**src/rtl/change_dispenser.sv**
```systemverilog
// Coin payout controller: pays a latched change amount largest-coin-first (25/10/5),
// pulsing one eject solenoid per coin and waiting for the sensor acknowledge.
module change_dispenser #(
  parameter int unsigned PULSE_CYCLES = 4,
  parameter int unsigned ACK_TIMEOUT  = 1000000
) (
  input  logic       clk,
  input  logic       reset_n,
  input  logic       start,
  input  logic [7:0] change_cents,
  input  logic       coin_sensed,
  input  logic       clear_fault,
  output logic       eject_25,
  output logic       eject_10,
  output logic       eject_5,
  output logic       busy,
  output logic       done,
  output logic       fault,
  output logic [7:0] remaining,
  output logic [3:0] count_25,
  output logic [3:0] count_10,
  output logic [3:0] count_5
);

  localparam int unsigned PW = (PULSE_CYCLES > 1) ? $clog2(PULSE_CYCLES) : 1;
  localparam int unsigned TW = $clog2(ACK_TIMEOUT + 1);

  typedef enum logic [2:0] {IDLE, SELECT, EJECT, WAIT_ACK, DONE, FAULT} state_e;
  typedef enum logic [1:0] {COIN_25, COIN_10, COIN_5} coin_e;

  state_e        state_q, state_d;
  coin_e         sel_q, sel_d;
  logic [7:0]    rem_q, rem_d;
  logic [3:0]    c25_q, c25_d;
  logic [3:0]    c10_q, c10_d;
  logic [3:0]    c5_q, c5_d;
  logic [PW-1:0] pcnt_q, pcnt_d;
  logic [TW-1:0] tmo_q, tmo_d;
  logic          ej25_q, ej10_q, ej5_q;
  logic          busy_q, done_q, fault_q;
  logic          amount_ok;

  function automatic logic [7:0] coin_value(input coin_e c);
    case (c)
      COIN_25: return 8'd25;
      COIN_10: return 8'd10;
      default: return 8'd5;
    endcase
  endfunction

  function automatic logic [3:0] sat_inc(input logic [3:0] c);
    return (c == 4'hF) ? c : c + 4'd1;
  endfunction

  assign amount_ok = ((change_cents % 8'd5) == 8'd0);

  always_comb begin
    state_d = state_q;
    sel_d   = sel_q;
    rem_d   = rem_q;
    c25_d   = c25_q;
    c10_d   = c10_q;
    c5_d    = c5_q;
    pcnt_d  = pcnt_q;
    tmo_d   = tmo_q;
    case (state_q)
      IDLE: begin
        if (start) begin
          rem_d   = change_cents;
          c25_d   = '0;
          c10_d   = '0;
          c5_d    = '0;
          state_d = amount_ok ? SELECT : FAULT;
        end
      end
      SELECT: begin
        if (rem_q == 8'd0) begin
          state_d = DONE;
        end else begin
          if (rem_q >= 8'd25)      sel_d = COIN_25;
          else if (rem_q >= 8'd10) sel_d = COIN_10;
          else                     sel_d = COIN_5;
          pcnt_d  = PW'(PULSE_CYCLES - 1);
          state_d = EJECT;
        end
      end
      EJECT: begin
        if (pcnt_q == '0) begin
          tmo_d   = '0;
          state_d = WAIT_ACK;
        end else begin
          pcnt_d = pcnt_q - 1'b1;
        end
      end
      WAIT_ACK: begin
        // Acknowledge takes priority over a timeout landing on the same edge.
        if (coin_sensed) begin
          rem_d = rem_q - coin_value(sel_q);
          case (sel_q)
            COIN_25: c25_d = sat_inc(c25_q);
            COIN_10: c10_d = sat_inc(c10_q);
            default: c5_d  = sat_inc(c5_q);
          endcase
          state_d = SELECT;
        end else if (tmo_q == TW'(ACK_TIMEOUT)) begin
          state_d = FAULT;
        end else begin
          tmo_d = tmo_q + 1'b1;
        end
      end
      DONE:    state_d = IDLE;
      FAULT:   if (clear_fault) state_d = IDLE;
      default: state_d = IDLE;
    endcase
  end

  // Eject and done follow the current state, so they lag the state register by one edge.
  always_ff @(posedge clk or negedge reset_n) begin
    if (!reset_n) begin
      state_q <= IDLE;
      sel_q   <= COIN_25;
      rem_q   <= '0;
      c25_q   <= '0;
      c10_q   <= '0;
      c5_q    <= '0;
      pcnt_q  <= '0;
      tmo_q   <= '0;
      ej25_q  <= 1'b0;
      ej10_q  <= 1'b0;
      ej5_q   <= 1'b0;
      busy_q  <= 1'b0;
      done_q  <= 1'b0;
      fault_q <= 1'b0;
    end else begin
      state_q <= state_d;
      sel_q   <= sel_d;
      rem_q   <= rem_d;
      c25_q   <= c25_d;
      c10_q   <= c10_d;
      c5_q    <= c5_d;
      pcnt_q  <= pcnt_d;
      tmo_q   <= tmo_d;
      ej25_q  <= (state_q == EJECT) && (sel_q == COIN_25);
      ej10_q  <= (state_q == EJECT) && (sel_q == COIN_10);
      ej5_q   <= (state_q == EJECT) && (sel_q == COIN_5);
      busy_q  <= state_d inside {SELECT, EJECT, WAIT_ACK, DONE};
      done_q  <= (state_q == DONE);
      fault_q <= (state_d == FAULT);
    end
  end

  assign eject_25  = ej25_q;
  assign eject_10  = ej10_q;
  assign eject_5   = ej5_q;
  assign busy      = busy_q;
  assign done      = done_q;
  assign fault     = fault_q;
  assign remaining = rem_q;
  assign count_25  = c25_q;
  assign count_10  = c10_q;
  assign count_5   = c5_q;

endmodule

```
**config.mk**
```make
export PLATFORM = sky130hd
export DESIGN_NAME = change_dispenser
export DESIGN_NICKNAME = d
export VERILOG_FILES = /design/src/rtl/change_dispenser.sv
export SDC_FILE = /design/constraint.sdc
export NUM_CORES = 1
export LEC_CHECK = 0
export ABC_AREA = 1
export CORE_MARGIN = 1.5
export CORE_UTILIZATION = 40
export CTS_CLUSTER_SIZE = 24
export DETAILED_ROUTE_END_ITERATION = 10
export GPL_TIMING_DRIVEN = 0
export PLACE_DENSITY_LB_ADDON = 0.2
export SETUP_SLACK_MARGIN = 0.3
export SLEW_MARGIN = 25
export SYNTH_ARGS = -nofsm -noshare
export SYNTH_HDL_FRONTEND = slang
export SYNTH_SLANG_ARGS = --single-unit
```
**constraint.sdc**
```tcl
create_clock -name clk -period 4.25 [get_ports clk]
set_input_delay 0.425 -clock clk [delete_from_list [all_inputs] [get_ports clk]]
set_output_delay 0.425 -clock clk [all_outputs]
set_load 0.05 [all_outputs]
```
* Word-level counts from Yosys, hierarchy flattened
Index checks and enable logic that the tools add are counted.
** Storage, ports and cells
- Bits in registers :: 53
- Input port bits :: 13
- Output and inout bits :: 26
- Logic and storage cells :: 109
** Operators by class
- Add/subtract/negate cells :: 6
- Divide/modulo/power cells :: 1
- $lt $le $gt $ge :: 2
- Equality and inequality tests :: 29
- Multiplexer cells :: 36
- Bitwise operators :: 1
- Reduce and logical (&&, ||, !) cells :: 20
** Operators by type and width (number)
- two-way mux 20 bit :: 3
- two-way mux 4 bit :: 10
- one-hot mux 20 bit (2 select lines) :: 1
- two-way mux 8 bit :: 4
- != test 2 bit, second input constant :: 13
- one-hot mux 4 bit (2 select lines) :: 3
- two-way mux 3 bit :: 7
- adder 20 x 1 -> 20 bit, second input constant :: 1
- == test 20 bit, second input constant :: 1
- logical NOT 8 bit :: 2
- one-hot mux 8 bit (2 select lines) :: 1
- one-hot mux 3 bit (5 select lines) :: 1
- AND reduction 5 bit :: 3
- adder 4 x 1 -> 4 bit, second input constant :: 3
- == test 3 x 2 -> 1 bit, second input constant :: 4
- == test 3 bit, second input constant :: 4
- == test 4 bit, second input constant :: 3
- one-hot mux 5 bit (2 select lines) :: 1
- greater-or-equal comparator 8 x 4 -> 1 bit, second input constant :: 1
- greater-or-equal comparator 8 x 5 -> 1 bit, second input constant :: 1
- remainder unit 8 x 3 -> 8 bit, second input constant :: 1
- two-way mux 2 bit :: 4
- subtractor 8 bit :: 1
- == test 3 x 1 -> 1 bit, second input constant :: 2
- other kinds (14) :: 20

* Depth between registers and ports, before layout
Gate-level depths: netlist of the first run.
- Depth after elaboration :: 7
- Depth in mapped cells :: 31
- Gate-level depth less buffers :: 31

* Worst setup path before layout of the first run
No wires, ideal clock.
- Path type :: in2reg
- Start point :: in change_cents[5]
- End point :: reg busy_q (netlist: busy)
- Library setup time :: 0.119 ns
- Data arrival time :: 2.606 ns
- Required time :: 4.131 ns
- Slack :: 1.526 ns
- Cell stages on the path :: 29
- Path buffers :: 0
- Cells stage by stage :: inv_1 nand3_1 nand3_1 nand2_2 nand3_1 nand3_2 nand2_2 nand2_2 nand2_1 nand2_1 inv_1 nand2_1 nand2_1 nand2_1 nand2_1 inv_1 ha_1 inv_1 nand3_2 nand2_4 nand3_4 nand2_2 nand3_1 nand2_1 nor2_1 nand2_1 nand2_2 nand3_1 nand2_1
** On the way
- Cells in the longest elaborated chain, start to end :: 7
- Elaborated cells on any way between the ends :: 10
- Classes of those cells :: div: 1; eq/ne: 4; mux: 3; reduce/logical: 2
** Ends and longest elaborated chain
- start: declaration :: RTL line 10 : input logic [7:0] change_cents,
- remainder unit 8 x 3 -> 8 bit (*) :: RTL line 55 : assign amount_ok = ((change_cents % 8'd5) == 8'd0);
- logical NOT 8 bit (*) :: RTL line 55
- two-way mux 3 bit (*) :: RTL line 73 : state_d = amount_ok ? SELECT : FAULT;
- two-way mux 3 bit (*) :: RTL line 68 : if (start) begin
- one-hot mux 3 bit (5 select lines) (*) :: RTL line 66 : case (state_q)
- == test 3 x 1 -> 1 bit (tied with other cells) :: RTL line 146 : busy_q <= state_d inside {SELECT, EJECT, WAIT_ACK, DONE};
- nonzero test 4 bit (*) :: RTL line 146
- end signal: assignment :: RTL line 146
- end: declaration :: RTL line 40 : logic busy_q, done_q, fault_q;
Mark *: on every way between the ends. The rest lies on a longest branch, timed or not.
A chain may end at the register's enable or synchronous reset.

* Final worst setup path of the first run
Same ends and word-level chain as after synthesis.

==> results.yml, run 1 <==
yosys:
  ys_dominant_reg_cell: "dfrtp_1"
  postSynthCellCount: 444
  synth_edf_count: 0
  avgSynthCellArea_sq_um: 7.51
  yosysTopAreaCell: "dfrtp_1"
  synth_fp_nets: 471
  synth-warning-count: 0
  synth_top_family_by_area: "simple AND/OR/NAND/NOR gates"
  synthSimpleGateAreaFrac: 0.307
  ys_top_cells_by_area: "dfrtp_1, nand2_1, inv_1, nand3_1, ha_1"
  synth_top_area_frac: 0.398
  synth_compound_area_frac: 0.136
  synth_most_common_cell: "nand2_1"
  synth_common_cells: "nand2_1, inv_1, dfrtp_1"
  async_flop_share: 1.00
  synth_fa_ha_area_frac: 0.0548
  synth_xor_area_frac: 0.0131
  synth_cell_types: 38
  ys_seq_elements: 53
  synth_area_sq_um: 3330
  ys_seq_area_frac: 0.398
  synth.area.mux_share: 0.00413
flow_run:
  maxCapViolCount: 0
cts:
  cts_max_level: 2
  cts_sinks: 53
  cts_setup_buffers: 0
  cts_tree: "yes"
  clkTransAtPathRegs_ns: 0.09
  clockBufferDepth: 2
  worstSkewPairLatency_ns: 0.30
  cts-root-buf: "clkbuf_8"
  numCtsBuffers: 5
timing:
  max_slew.worst_pin.slew_ns: 0.551
  max_slew_margin: 0.633
  clock.fmax_ghz: 0.303
  slew_viol_final: 0
  fin_skew_ns: 0.0111
  layout_min_cycle_time_ns: 3.30
  rsz0062_at_grt: "no"
  tns_ns: 0
  hold_violations: 0
  setup_ws_ns: 0.948
  final-setup-viol-count: 0
  min_period_over_period: 0.777
worst_setup_path:
  cp_top_family: "simple AND/OR/NAND/NOR gates"
  worst_path_largest_cell_delay_ns: 0.51
  worstPathArrival_ns: 3.55
  critPathRequiredTime_ns: 4.50
  cp_max_fo: 7
  cp_common_cell: "nand2_1"
  worst_path_max_delay_cell: "clkdlybuf4s50_1"
  path_buf_inv: 5
  worstSetupStartpointType: "input port"
  critPathKind: "input port to flop"
  end_kind: "flop"
place:
  place.gp.congestion: 0.801
  preCtsSetupSlack_ns: 0.653
  numPortBuffers: 38
  hpwl_mm: 5.88
routing:
  dr_total_vias: 3003
  drc: 0
  wirelength_mm: 7.60
  viasPerCell: 5.03
  drt.antenna.violating_nets: 0
  drtIter0Drc: 126
  wire_per_inst_um: 12.7
  firstDrtPassIters: 4
power:
  power.density_nw_per_um2: 615
  clkPwrFrac: 0.115
  vdd_drop_max_mv: 0.270
  seqPwrFrac: 0.317
  p_sw_mw: 1.21
  p_leak_nw: 1.89
  p_int_mw: 1.23
  sw_frac_of_total: 0.496
  pwr-share-comb: 0.568
layout:
  seqCellArea_sq_um: 1330
  drive_above_1_share: 0.0793
  multiInputGateArea_sq_um: 1710
  nNetsFinal: 518
  area_delta_synth_final_pct: 18.7
  antenna_cells: 0
  final_core_util: 0.486
  filler_cell_count: 797
floorplan:
  num_io_pins: 39
  num_rows: 33
  dieArea_sq_um: 8890
  initial_core_util: 0.410
  fp.dieH_um: 94.3
  die_x_um: 94.3
  coreArea_sq_um: 8130
global_routing:
  grt_max_degree: 43
  grt_pass1_vias: 2951
  grtUsageTotal: 0.187
  overflow: 0
  grt_pass1_wl_mm: 13.1
  antenna_found_initial: 0
worst_hold_path:
  hp-class: "input port to asynchronous set/reset pin"
run_status:
  status: "finished, final reports clean"
## final timing paths
kind | startpoint | to | slack (ns) | cells after the start
max | change_cents[5] | busy | 0.95 | 28
min | reset_n | tmo_q[8] | 0.49 | 2
max reg2reg | tmo_q[0] | tmo_q[19] | 1.41 | 20
min reg2reg | sel_q[0] | eject_5 | 0.50 | 1
max in group asynchronous | reset_n | tmo_q[6] | 3.30 | 3
min in group clk | sel_q[0] | eject_5 | 0.50 | 1
## layout make-up
class,instances,area share
clock inverter,1,0.00190
sequential,53,0.335
clock buffer,7,0.0193
tap,105,0.0332
buffer,5,0.00474
multi-input combinational,313,0.433
inverter,73,0.0693
timing repair buffer,40,0.103
## per-layer routing
metal,part of all wire,wire length [um],track usage
met1,0.46,3470,0.230
met2,0.50,3800,0.336
met3,0.029,219,0.0299
met4,0.015,111,0.0498
met5,0,0,0
## cells by family (layout without fill, tap and decap cells)
family	count (synthesis)	in the layout
adders and majority gates	14	14
DFF	53	53
xor gates and xnor gates	5	5
AOI/OAI and AO/OA	80	80
muxes	1	1
and+or+nand+nor	213	213
buffers and inverters	78	126
## layout by cell type (no fill, tap or decap), types with 2 or more instances in the layout
cell	netlist	routed
xnor2_1	4	4
nand2_2	11	11
o211ai_1	5	5
o21ai_0	31	31
dfrtp_1	53	53
nor3_1	15	15
nor4_1	4	4
o21a_1	5	5
o22ai_1	2	2
inv_2	4	4
clkdlybuf4s50_1	0	37
o21ai_1	2	2
nand4_1	9	9
inv_1	69	69
o31ai_1	4	4
nand2_1	80	80
a211oi_1	2	2
nand3_1	35	35
ha_1	13	13
nor3b_1	3	3
clkbuf_1	4	6
and3_1	2	2
a21oi_1	26	26
nor2_2	4	4
nor2_1	39	39
nand3_2	4	4
or2_2	2	2
clkbuf_8	0	5
## flip-flops by register name (all words and copies together), names as in the netlist
register and cells:
tmo_q 20, remaining 8, count_10 4, count_25 4, count_5 4, state_q 3, pcnt_q 2, sel_q 2
busy 1, done 1, eject_10 1, eject_25 1, eject_5 1, fault 1
## through the flow
step	hold WS, ns	cell area [sq um]	power, mW	cells
finish	0.489	3960	2.43	597
global route	0.498	3960	2.65	597
CTS	0.487	3960	2.45	597
detailed placement	0.283	3860	2.16	588
global placement	0.466	3840	2.13	587
floorplan	0.129	3330	1.76	444
## worst reg2reg max path, cell delays in order, from the launching register on
cell	delay, ns
dfrtp_1	0.40
inv_1	0.07
ha_1	0.20
nand3_1	0.11
nor3_1	0.05
nand4_1	0.18
nand2_1	0.12
nand2_2	0.13
nand2_1	0.06
nor2_1	0.13
nand2_1	0.12
nor2_1	0.14
nand3_1	0.11
nor3_2	0.15
nand3_2	0.12
nor2_2	0.19
nand4_1	0.17
nor2_2	0.13
nand3_1	0.07
nand2_1	0.06
nor2_1	0.04
## repair_timing
item	4_1_cts	5_1_grt
hold buffers	1	0
setup endpoints to repair	0	0
hold endpoints to repair	11	0
resized for setup	0	0
## power groups by stage
stage          registers [mW]  logic (mW)  clock network (mW)
2_1_floorplan            1.04       0.719                   0
3_5_place_dp            0.778        1.38                   0
3_3_place_gp            0.776        1.35                   0
4_1_cts                 0.769        1.39               0.289
6_report                0.771        1.38               0.279
5_1_grt                 0.791        1.55               0.315
No activity file was read; power rests on OpenSTA's default activity.
==> run 2: changes to the inputs <==
==> constraint.sdc (replaced) <==
create_clock -name clk -period 2.9 [get_ports clk]
set_input_delay 0.29 -clock clk [delete_from_list [all_inputs] [get_ports clk]]
set_output_delay 0.29 -clock clk [all_outputs]
set_load 0.05 [all_outputs]
==> run 2 against run 1 <==
Global-route usage up 1.1 points. Core utilization is 7.5 points higher. Critical path type is now flop to flop. Sequential power increased by 47%. Highest routed layer unchanged.
==> results.yml, run 2 (same netlist as run 1, synthesis figures left out) <==
worst_setup_path:
  rrSetupSlack_ns: 0.41
  worstSetupStartpointType: "flop"
  critPathKind: "flop to flop"
  critPathRequiredTime_ns: 3.12
  end_kind: "flop"
  worstPathArrival_ns: 2.71
  reg2reg_depth: 17
  cp_max_fo: 4
  r2r-end: "tmo_q[16]"
  rr_startpoint: "tmo_q[0]"
global_routing:
  overflow: 0
  antenna_found_initial: 0
  grt_max_degree: 43
  grt_pass1_vias: 3115
  grtUsageTotal: 0.198
  grt_pass1_wl_mm: 13.9
cts:
  numCtsBuffers: 5
  worstSkewPairLatency_ns: 0.30
  cts_max_level: 2
  cts-root-buf: "clkbuf_8"
  clkTransAtPathRegs_ns: 0.09
  clockBufferDepth: 2
  cts_sinks: 53
  cts_tree: "yes"
timing:
  hold_violations: 0
  fin_skew_ns: 0.0116
  max_slew.worst_pin.slew_ns: 0.596
  tns_ns: 0
  min_period_over_period: 0.858
  slew_viol_final: 0
  clock.fmax_ghz: 0.402
  hold_ws_ns: 0.294
  rsz0062_at_grt: "yes"
  layout_min_cycle_time_ns: 2.49
  setup_ws_ns: 0.412
  final-setup-viol-count: 0
  max_slew_margin: 0.603
routing:
  drt.antenna.violating_nets: 0
  firstDrtPassIters: 4
  dr_total_vias: 3269
  wirelength_mm: 8.63
  drc: 0
  viasPerCell: 5.15
  wire_per_inst_um: 13.6
  drtIter0Drc: 118
floorplan:
  die_x_um: 94.3
  num_rows: 33
  dieArea_sq_um: 8890
  initial_core_util: 0.410
  coreArea_sq_um: 8130
  fp.dieH_um: 94.3
  num_io_pins: 39
run_status:
  status: "finished, final reports clean"
layout:
  nNetsFinal: 556
  layout_common_cells: "nand2_1, inv_1, dfrtp_1"
  top_register: "tmo_q"
  area_delta_synth_final_pct: 36.9
  largest_reg_flops: 20
  drive_above_1_share: 0.251
  layout.cells.non_filler: 635
  antenna_cells: 0
  final_common_cell: "nand2_1"
power:
  p_total_mw: 3.85
  power.density_nw_per_um2: 845
  p_leak_nw: 2.15
  vdd_drop_max_mv: 0.460
worst_hold_path:
  hp-class: "input port to flop"
  min_delay_path_depth: 3
  worstHoldEndpoint: "remaining[7]"
  hold_start: "change_cents[7]"
place:
  numPortBuffers: 38
  hpwl_mm: 5.88
  preCtsSetupSlack_ns: -0.562
  place.gp.congestion: 0.801
  dpl.cell_count: 588
flow_run:
  maxCapViolCount: 0
==> run 2: cell count changes in the layout (fill, tap and decap cells not counted), moves of 7 or more <==
cell     change
buf_4       +39
nand2_1     -12
inv_1       -11
nand3_1     -11
nand2_4      +8
nor2_4       +7
==> run 2: metrics by stage <==
| stage | area (sq um) | util |
|---|---|---|
| floorplan | 3330 | - |
| global placement | 3840 | 0.473 |
| detailed placement | 3860 | 0.475 |
| CTS | 4170 | 0.513 |
| global route | 4560 | 0.561 |
| finish | 4560 | 0.561 |
==> run 2: layer usage <==
metal  vias to the layer above  GRT usage  routed length (um)
li1                       1649          -                   -
met1                      1557      0.234                3640
met2                        52      0.365                4590
met3                        11     0.0299                 262
met4                         0     0.0560                 129
met5                         -          0                   0
==> run 2: cell type report <==
cell class	instances	area (sq um)
sequential	53	1330
multi-input combinational	313	2010
clock inverter	1	7.51
clock buffer	7	76.3
inverter	73	294
tap	105	131
buffer	5	18.8
timing repair buffer	78	702
fill	729	3570
==> run 2: how the worst max path moves through the flow <==
stage                    startpoint         to  slack (ns)
CTS                 change_cents[4]       busy        0.25
detailed placement  change_cents[5]       busy       -0.56
global placement    change_cents[5]       busy       -0.47
global route               tmo_q[0]  tmo_q[16]        0.21
floorplan           change_cents[5]       busy        0.31
finish                     tmo_q[0]  tmo_q[16]        0.41
==> run 2: power by group <==
group	total, mW	switching (mW)	internal [mW]
Combinational	2.31	1.48	0.837
Clock	0.409	0.237	0.172
Sequential	1.13	0.189	0.943
==> run 2: critical path: stages (launching register included) <==
cell	delay [ns]
dfrtp_1	0.38
inv_2	0.07
ha_4	0.15
nand3_2	0.07
nor3_1	0.04
nand4_1	0.12
nand2_1	0.10
nand2_2	0.12
nand2_2	0.08
nor2_4	0.14
nand4_1	0.15
nor2_1	0.13
nand2_1	0.10
nor2_4	0.16
nand4_1	0.17
nor2_2	0.19
a21oi_2	0.07
nor3_2	0.16
==> run 2: timing repair <==
item	CTS	global route
endpoints found under the setup margin	10	13
setup buffers	17	21
hold endpoints to repair	11	0
hold buffers	1	0
gates resized for setup	47	65
pin swaps	20	35
==> run 3: changes to the inputs <==
--- a/config.mk
+++ b/config.mk
@@ -7,10 +7,11 @@
 export LEC_CHECK = 0
 export ABC_AREA = 1
 export CORE_MARGIN = 1.5
-export CORE_UTILIZATION = 40
+export CORE_UTILIZATION = 50
 export CTS_CLUSTER_SIZE = 24
 export DETAILED_ROUTE_END_ITERATION = 10
 export GPL_TIMING_DRIVEN = 0
+export HOLD_SLACK_MARGIN = 0.05
 export PLACE_DENSITY_LB_ADDON = 0.2
 export SETUP_SLACK_MARGIN = 0.3
 export SLEW_MARGIN = 25
==> constraint.sdc (replaced) <==
create_clock -name clk -period 2.9 [get_ports clk]
set_input_delay 0.58 -clock clk [delete_from_list [all_inputs] [get_ports clk]]
set_output_delay 0.58 -clock clk [all_outputs]
set_load 0.05 [all_outputs]
==> run 3 against run 2 <==
The run now ends with negative setup slack left. Via count increased by 2.8%. First-iteration DRC count increased by 19%. Critical path depth increased by 14. Sequential share of layout area decreased by 0.65 points. Wire length increased by 4.2%. Sequential power about the same. Clock power increased by 4%. Total power increased by 2.3%. Non-clock buffer count increased by 15. Global-route usage increased by 4.5 points. Clock-buffer cell count unchanged. Setup slack got worse by 0.43 ns. Largest power group unchanged.
==> results.yml, run 3 (same netlist as run 1, synthesis figures left out) <==
timing:
  tns_ns: -0.0187
  max_slew.worst_pin.slew_ns: 0.685
  hold_violations: 0
  slew_viol_final: 0
  final-setup-viol-count: 1
  layout_min_cycle_time_ns: 2.92
  max_slew_margin: 0.543
  setup_ws_ns: -0.0187
  min_period_over_period: 1.01
  clock.fmax_ghz: 0.343
  fin_skew_ns: 0.00568
  rsz0062_at_grt: "yes"
  hold_ws_ns: 0.307
routing:
  wire_per_inst_um: 14.5
  drt.antenna.violating_nets: 0
  firstDrtPassIters: 5
  wirelength_mm: 8.99
  drtIter0Drc: 140
  viasPerCell: 5.41
  drc: 0
  dr_total_vias: 3362
global_routing:
  grtUsageTotal: 0.243
  grt_pass1_wl_mm: 14.1
  antenna_found_initial: 0
  overflow: 0
  grt_max_degree: 54
  grt_pass1_vias: 3174
layout:
  drive_above_1_share: 0.289
  filler_cell_count: 497
  layout_common_cells: "nand2_1, inv_1, dfrtp_1, buf_4, clkdlybuf4s50_1"
  largest_reg_flops: 20
  nNetsFinal: 571
  top_register: "tmo_q"
  final_common_cell: "nand2_1"
  area_delta_synth_final_pct: 40.1
  antenna_cells: 0
cts:
  cts_sinks: 53
  worstSkewPairLatency_ns: 0.31
  clockBufferDepth: 2
  clkTransAtPathRegs_ns: 0.09
  numCtsBuffers: 5
  cts-root-buf: "clkbuf_8"
  cts_max_level: 2
  cts_tree: "yes"
floorplan:
  initial_core_util: 0.522
  die_x_um: 84.6
  dieArea_sq_um: 7160
  num_io_pins: 39
  coreArea_sq_um: 6390
  num_rows: 29
  fp.dieH_um: 84.6
power:
  power.density_nw_per_um2: 844
  p_total_mw: 3.94
  vdd_drop_max_mv: 0.496
  p_leak_nw: 2.25
place:
  hpwl_mm: 5.66
  place.gp.congestion: 0.804
  numPortBuffers: 38
worst_setup_path:
  worst_path_largest_cell_delay_ns: 0.15
  cp_common_cell: "nand2_4"
  end_kind: "flop"
  critPathKind: "input port to flop"
  critPathRequiredTime_ns: 3.10
  worst_path_max_delay_cell: "ha_4"
  worstPathArrival_ns: 3.12
  worstSetupStartpointType: "input port"
  cp_max_fo: 5
run_status:
  violations: "negative setup slack"
  status: "finished, violations left"
flow_run:
  maxCapViolCount: 0
worst_hold_path:
  hp-class: "input port to asynchronous set/reset pin"
## run 3: cell types whose count changed in the layout (fill, tap and decap cells not counted), moves of 2 or more
cell,change
nor3_1,-2
nand2_1,-3
nand2_4,+5
buf_12,-2
nor2_1,-2
nor2_2,+2
buf_6,+3
nand2_2,-2
inv_2,+3
nor3_2,+2
buf_4,+12
## run 3: layout make-up
type	instances	area [sq um]	area share
inverters	73	283	0.0606
plain buffers	5	18.8	0.00402
flip-flops and latches	53	1330	0.284
repair buffers	93	803	0.172
clock buffers	7	86.3	0.0185
well taps	77	96.3	0.0206
multi-input cells	313	2050	0.440
## run 3: path summary, 6_finish.rpt
kind                       slack [ns]       startpoint  cells past startpoint   endpoint
setup reg to reg                 0.26         tmo_q[0]                     17  tmo_q[16]
min in group clk                 0.49         sel_q[0]                      1    eject_5
hold / removal                   0.31          reset_n                      1   tmo_q[5]
hold reg to reg                  0.49         sel_q[0]                      1    eject_5
setup / recovery                -0.02  change_cents[5]                     31       busy
max in group asynchronous        2.10          reset_n                      1   sel_q[1]
## run 3: critical path: cells and delay by family
family        cells  cell delay (ns)
fa+ha+maj         1             0.15
simple gates     25             1.99
buf+inv           5             0.39
## run 3: routing by layer
layer	part of all wire	track usage
met4	0.020	0.0924
met3	0.031	0.0315
met1	0.41	0.291
met5	0	0
met2	0.54	0.442
## run 3: timing repair
item                       CTS  global route
resized for setup           55            48
pin swaps                   26            39
hold endpoints to repair     0             0
setup endpoints to repair   10            15
setup buffers               32            23
hold buffers                 0             0
## run 3: metrics by stage
step	area, sq um	instances	utilization	setup WS, ns
after detailed placement	3850	559	0.603	-0.875
after global placement	3850	559	0.604	-0.766
after CTS	4310	598	0.676	0.142
after global routing	4670	621	0.731	-0.204
after floorplan	3380	444	-	0.0684
final	4670	621	0.731	-0.0187
## run 3: report_power, final
| part | total, mW | switching [mW] | internal (mW) |
|---|---|---|---|
| registers | 1.13 | 0.182 | 0.943 |
| clock network | 0.427 | 0.237 | 0.190 |
| logic | 2.39 | 1.51 | 0.883 |
| total | 3.94 | 1.92 | 2.02 |
